==> src/rtl/shift_74164_pkg.sv <==
// Shared constants, state encoding and pin bundle for the 74164 serial loader.
package shift_74164_pkg;

    localparam int unsigned HALF_DEFAULT = 1;
    localparam int unsigned CNT_W        = 8;
    localparam int unsigned BIT_W        = 3;
    localparam int unsigned BYTE_W       = 8;

    typedef enum logic [1:0] {
        ST_CLEAR = 2'd0,
        ST_IDLE  = 2'd1,
        ST_LOW   = 2'd2,
        ST_HIGH  = 2'd3
    } state_t;

    // Pins driven toward the downstream 74164.
    typedef struct packed {
        logic dsa;
        logic dsb;
        logic cp;
        logic n_mr;
    } sr_pins_t;

    localparam sr_pins_t SR_PINS_RESET = '{dsa: 1'b0, dsb: 1'b1, cp: 1'b0, n_mr: 1'b0};

    function automatic logic [CNT_W-1:0] half_reload(input int unsigned half);
        return CNT_W'(half - 1);
    endfunction

endpackage

==> src/rtl/half_period_timer.sv <==
// Reloadable half-period down-counter; tick is high in the last cycle of a phase.
module half_period_timer
    import shift_74164_pkg::*;
#(
    parameter int unsigned HALF = HALF_DEFAULT
) (
    input  logic cp,
    input  logic mr,
    input  logic reload,
    output logic tick
);

    localparam logic [CNT_W-1:0] RELOAD = half_reload(HALF);

    logic [CNT_W-1:0] cnt_q;
    logic [CNT_W-1:0] cnt_d;

    always_comb begin
        cnt_d = cnt_q;
        if (reload) begin
            cnt_d = RELOAD;
        end else if (cnt_q != '0) begin
            cnt_d = cnt_q - CNT_W'(1);
        end
    end

    // tick is registered from the next count so it lines up with cnt_q == 0.
    always_ff @(posedge cp or posedge mr) begin
        if (mr) begin
            cnt_q <= RELOAD;
            tick  <= (RELOAD == '0);
        end else begin
            cnt_q <= cnt_d;
            tick  <= (cnt_d == '0);
        end
    end

endmodule

==> src/rtl/shift_74164_loader.sv <==
// Serialises a byte MSB-first into a 74164, generating its shift clock and clear.
module shift_74164_loader
    import shift_74164_pkg::*;
#(
    parameter int unsigned HALF = HALF_DEFAULT
) (
    input  logic       cp,
    input  logic       mr,
    input  logic [7:0] data,
    input  logic       valid,
    output logic       ready,
    input  logic       clr,
    output logic       done,
    output logic       sr_dsa,
    output logic       sr_dsb,
    output logic       sr_cp,
    output logic       sr_n_mr
);

    state_t              state_q, state_d;
    logic [BYTE_W-1:0]   shift_q, shift_d;
    logic [BIT_W-1:0]    bit_q, bit_d;
    logic                phase_q, phase_d;
    sr_pins_t            pins_q, pins_d;
    logic                ready_q, ready_d;
    logic                done_q, done_d;
    logic                tick;
    logic                reload;

    // Every state entry happens on a tick or out of IDLE, so reloading there suffices.
    assign reload = tick || (state_q == ST_IDLE);

    half_period_timer #(.HALF(HALF)) u_timer (
        .cp     (cp),
        .mr     (mr),
        .reload (reload),
        .tick   (tick)
    );

    always_comb begin
        state_d     = state_q;
        shift_d     = shift_q;
        bit_d       = bit_q;
        phase_d     = phase_q;
        pins_d      = pins_q;
        pins_d.dsb  = 1'b1;
        done_d      = 1'b0;

        case (state_q)
            // CLEAR spans two timer phases, tracked by phase_q.
            ST_CLEAR: begin
                pins_d.cp   = 1'b0;
                pins_d.n_mr = 1'b0;
                if (tick) begin
                    if (phase_q) begin
                        state_d     = ST_IDLE;
                        pins_d.n_mr = 1'b1;
                        phase_d     = 1'b0;
                    end else begin
                        phase_d = 1'b1;
                    end
                end
            end
            ST_IDLE: begin
                pins_d.cp   = 1'b0;
                pins_d.n_mr = 1'b1;
                if (clr) begin
                    state_d     = ST_CLEAR;
                    pins_d.n_mr = 1'b0;
                    phase_d     = 1'b0;
                end else if (valid) begin
                    state_d    = ST_LOW;
                    shift_d    = data;
                    pins_d.dsa = data[7];
                    bit_d      = '0;
                end
            end
            ST_LOW: begin
                if (tick) begin
                    state_d   = ST_HIGH;
                    pins_d.cp = 1'b1;
                end
            end
            ST_HIGH: begin
                if (tick) begin
                    pins_d.cp = 1'b0;
                    if (bit_q == BIT_W'(BYTE_W - 1)) begin
                        state_d = ST_IDLE;
                        done_d  = 1'b1;
                    end else begin
                        state_d    = ST_LOW;
                        shift_d    = {shift_q[BYTE_W-2:0], 1'b0};
                        pins_d.dsa = shift_q[BYTE_W-2];
                        bit_d      = bit_q + BIT_W'(1);
                    end
                end
            end
            default: begin
                state_d = ST_CLEAR;
                pins_d  = SR_PINS_RESET;
                phase_d = 1'b0;
            end
        endcase

        ready_d = (state_d == ST_IDLE);
    end

    always_ff @(posedge cp or posedge mr) begin
        if (mr) begin
            state_q <= ST_CLEAR;
            shift_q <= '0;
            bit_q   <= '0;
            phase_q <= 1'b0;
            pins_q  <= SR_PINS_RESET;
            ready_q <= 1'b0;
            done_q  <= 1'b0;
        end else begin
            state_q <= state_d;
            shift_q <= shift_d;
            bit_q   <= bit_d;
            phase_q <= phase_d;
            pins_q  <= pins_d;
            ready_q <= ready_d;
            done_q  <= done_d;
        end
    end

    assign ready   = ready_q;
    assign done    = done_q;
    assign sr_dsa  = pins_q.dsa;
    assign sr_dsb  = pins_q.dsb;
    assign sr_cp   = pins_q.cp;
    assign sr_n_mr = pins_q.n_mr;

endmodule

==> config.mk <==
export PLATFORM = sky130hd
export DESIGN_NAME = shift_74164_loader
export DESIGN_NICKNAME = d
export VERILOG_FILES = /design/src/rtl/shift_74164_pkg.sv /design/src/rtl/half_period_timer.sv /design/src/rtl/shift_74164_loader.sv
export SDC_FILE = /design/constraint.sdc
export NUM_CORES = 1
export LEC_CHECK = 0
export BUFFER_PORTS_ARGS = -buffer_cell sky130_fd_sc_hd__buf_2
export CAP_MARGIN = 20
export CORE_MARGIN = 3
export CORE_UTILIZATION = 33
export DETAILED_ROUTE_END_ITERATION = 10
export GPL_TIMING_DRIVEN = 0
export PLACE_DENSITY = 0.52
export RECOVER_POWER = 25
export SYNTH_ARGS = -nofsm -noshare
export SYNTH_HDL_FRONTEND = slang
export SYNTH_SLANG_ARGS = --single-unit
==> constraint.sdc <==
create_clock -name cp -period 1.9 [get_ports cp]
set_input_delay 0.19 -clock cp [delete_from_list [all_inputs] [get_ports cp]]
set_output_delay 0.19 -clock cp [all_outputs]
set_load 0.005 [all_outputs]
==> results.md <==
- Grt total ovfl: 0
- Max-cap violations: 0
- Pre-antenna DRT Iters: 4
- Final HPWL DP: 1990 µm
- Die Ht: 71.5 µm
- Initial core utilization: 0.347
- Most frequent cells in the layout: dfrtp_1, buf_2, nand2_1, o21ai_0, nor2_1
- Asr flop ratio synth: 1.00
- Setup TNS: 0 ns
- DR WL/cell: 12.5 µm
- Gate Count Post-Synth: 144
- Root Driver: clkbuf_8
- Core ar.: 4090 µm²
- Required time of the critical path: 2.08 ns
- Setup slack, reg-to-reg: 0.21 ns
- Initial antenna violation count: 0
- RSZ-0062 raised after global routing: false
- Worst setup SP type: flop
- TritonCTS clock tree: built
- Clock buffer count from CTS: 3
- YS warnings: 0
- # DRC: 0
- VDD IR-drop max: 0.323 mV
- Layout area overhead: 14.8%
- # setup viols final: 0
- Largest net degree at the start of global routing: 28
- Crit-path max FO: 5
- Die area: 5120 µm²
- Routed WL: 2690 µm
- Critical Path Sink Type: flop
- Pwr/cell area: 1030 nW/µm²
- Antenna-violating nets left: 0
- Worst-margin pin slew: 0.882 ns
- Rel. slew slack: 0.411
- First-pass GRT wire length: 4620 µm
- Min Tclk post-route: 1.69 ns
- Share of layout cells above drive strength 1: 0.193
- I/O pin cnt: 18
- Clk sinks: 27
- Final nets: 183
- Hold Violations, Final: 0
- Clock Pin Slew Worst Setup and Hold Paths: 0.09 ns
- Highest clock rate: 591 MHz
- Vias in the first global route: 1,058
- Post-route insts no fill: 216
- Leakage: 0.851 nW
- Latest clock arrival within the worst-skew pair: 0.26 ns
- Most common cell after layout, fill and taps aside: dfrtp_1
- Synth Register Bits: 27
- Vias: 1,068
- GP Congestion: 0.885
- Arr. time, crit path: 1.87 ns
- Post-cts sizing count: 0
- Mapped Area: 1420 µm²
- Hold Path Class: in2reg
- Sequential area share after synthesis: 0.477
- Status: completed
- Critical path type: reg2reg
- Mapped Nets: 160
- Placed insts: 210
- Starting DRT DRC Count: 66
- Clock Path Buffers: 2
- Port bufs: 16
- GRT Overall Usage: 0.112
- Die width: 71.5 µm
- Post-synth EDFFs: 0
- Antenna fix cells: 0
- Setup skew after layout: 0.00124 ns
- Main synth FF type: dfrtp_1
- H-tree levels: 1
- Fin crit share: 0.891
- Site Rows: 23
- Number of vias per cell: 4.94
- Avg Inst Size Synth: 9.84 µm²
- Slew Viols, Final: 0
- Synth cell types: 39
metal layers:
metal,GRT usage,part of all wire,up-vias
met5,0,0,-
met1,0.140,0.47,518
met3,0.0210,0.032,2
met2,0.189,0.49,11
met4,0.0438,0.0085,0
li1,-,-,537
area by class of cell:
cell class              count  area (µm²)
flip-flops and latches     27         677
multi-input cells         103         678
repair buffers             18         103
fillers                   419        2460
well taps                  50        62.6
inverters                   6        22.5
plain buffers               8        40.0
clock buffers               4        45.0
cells in the mapped netlist, types with 2 or more instances:
master	count	area (µm²)
mux2i_1	8	80.1
nor3_1	4	20.0
xnor2_1	3	26.3
inv_1	5	18.8
nand3b_1	3	22.5
and3_1	2	12.5
ha_1	4	50.1
clkbuf_1	2	7.51
a21oi_1	7	35.0
dfrtp_1	26	651
buf_2	5	25.0
a21o_1	2	15.0
xor2_1	4	35.0
nor3b_1	2	15.0
nand2_1	16	60.1
o21ai_1	3	15.0
o21ai_0	12	60.1
and2_1	3	18.8
nor2b_1	3	18.8
nand2_4	2	22.5
nor2_1	10	37.5
power breakdown:
part	internal, mW	switching, mW	total [mW]	leakage [nW]
combinational	0.242	0.320	0.562	0.479
clock	0.150	0.170	0.320	0.0228
sequential	0.717	0.0728	0.790	0.349
total	1.11	0.563	1.67	0.851
logic make-up after synthesis:
family	after synthesis	synth area share
xor+xnor	7	0.0432
mux	8	0.0565
buf+inv	14	0.0441
fa+ha+maj	4	0.0353
other cells	1	0.00265
simple gates	50	0.200
flops	27	0.477
compound gates	33	0.140
per-stage QoR:
| step | area, µm² | power [mW] | setup WS (ns) | util | hold slack [ns] |
|---|---|---|---|---|---|
| floorplan | 1420 | 1.21 | 0.379 | - | 0.242 |
| global placement | 1560 | 1.35 | 0.191 | 0.382 | 0.439 |
| detailed placement | 1560 | 1.37 | 0.209 | 0.382 | 0.452 |
| CTS | 1610 | 1.70 | 0.189 | 0.393 | 0.167 |
| global route | 1630 | 1.81 | 0.0489 | 0.398 | 0.177 |
| finish | 1630 | 1.67 | 0.207 | 0.398 | 0.172 |
worst max-delay path, stage by stage (launching register included):
cell and delay, ns:
dfrtp_1 0.47, nor4_4 0.46, nand3b_1 0.14, xor2_1 0.21
a21oi_1 0.09, a311oi_1 0.24
state kept, by name (all words and copies together), names as in the netlist, 2 cells and up:
signal / flops
u_timer.cnt_q: 8
shift_q: 7
bit_q: 3
state_q: 2
final timing paths:
check / startpoint / end / cells past startpoint
setup reg to reg: u_timer.cnt_q[4] / u_timer.tick / 5
setup / recovery: u_timer.cnt_q[4] / u_timer.tick / 5
min in group asynchronous: mr / shift_q[5] / 3
hold / removal: valid / state_q[0] / 2
max in group asynchronous: mr / ready / 4
hold reg to reg: sr_n_mr / sr_n_mr / 2
timing repair:
action | in CTS | in global routing
setup buffers | 0 | 0
hold buffers | 0 | 1
hold endpoints to repair | 0 | 7
setup endpoints to repair | 0 | 0
No activity file was read; power rests on OpenSTA's default activity.
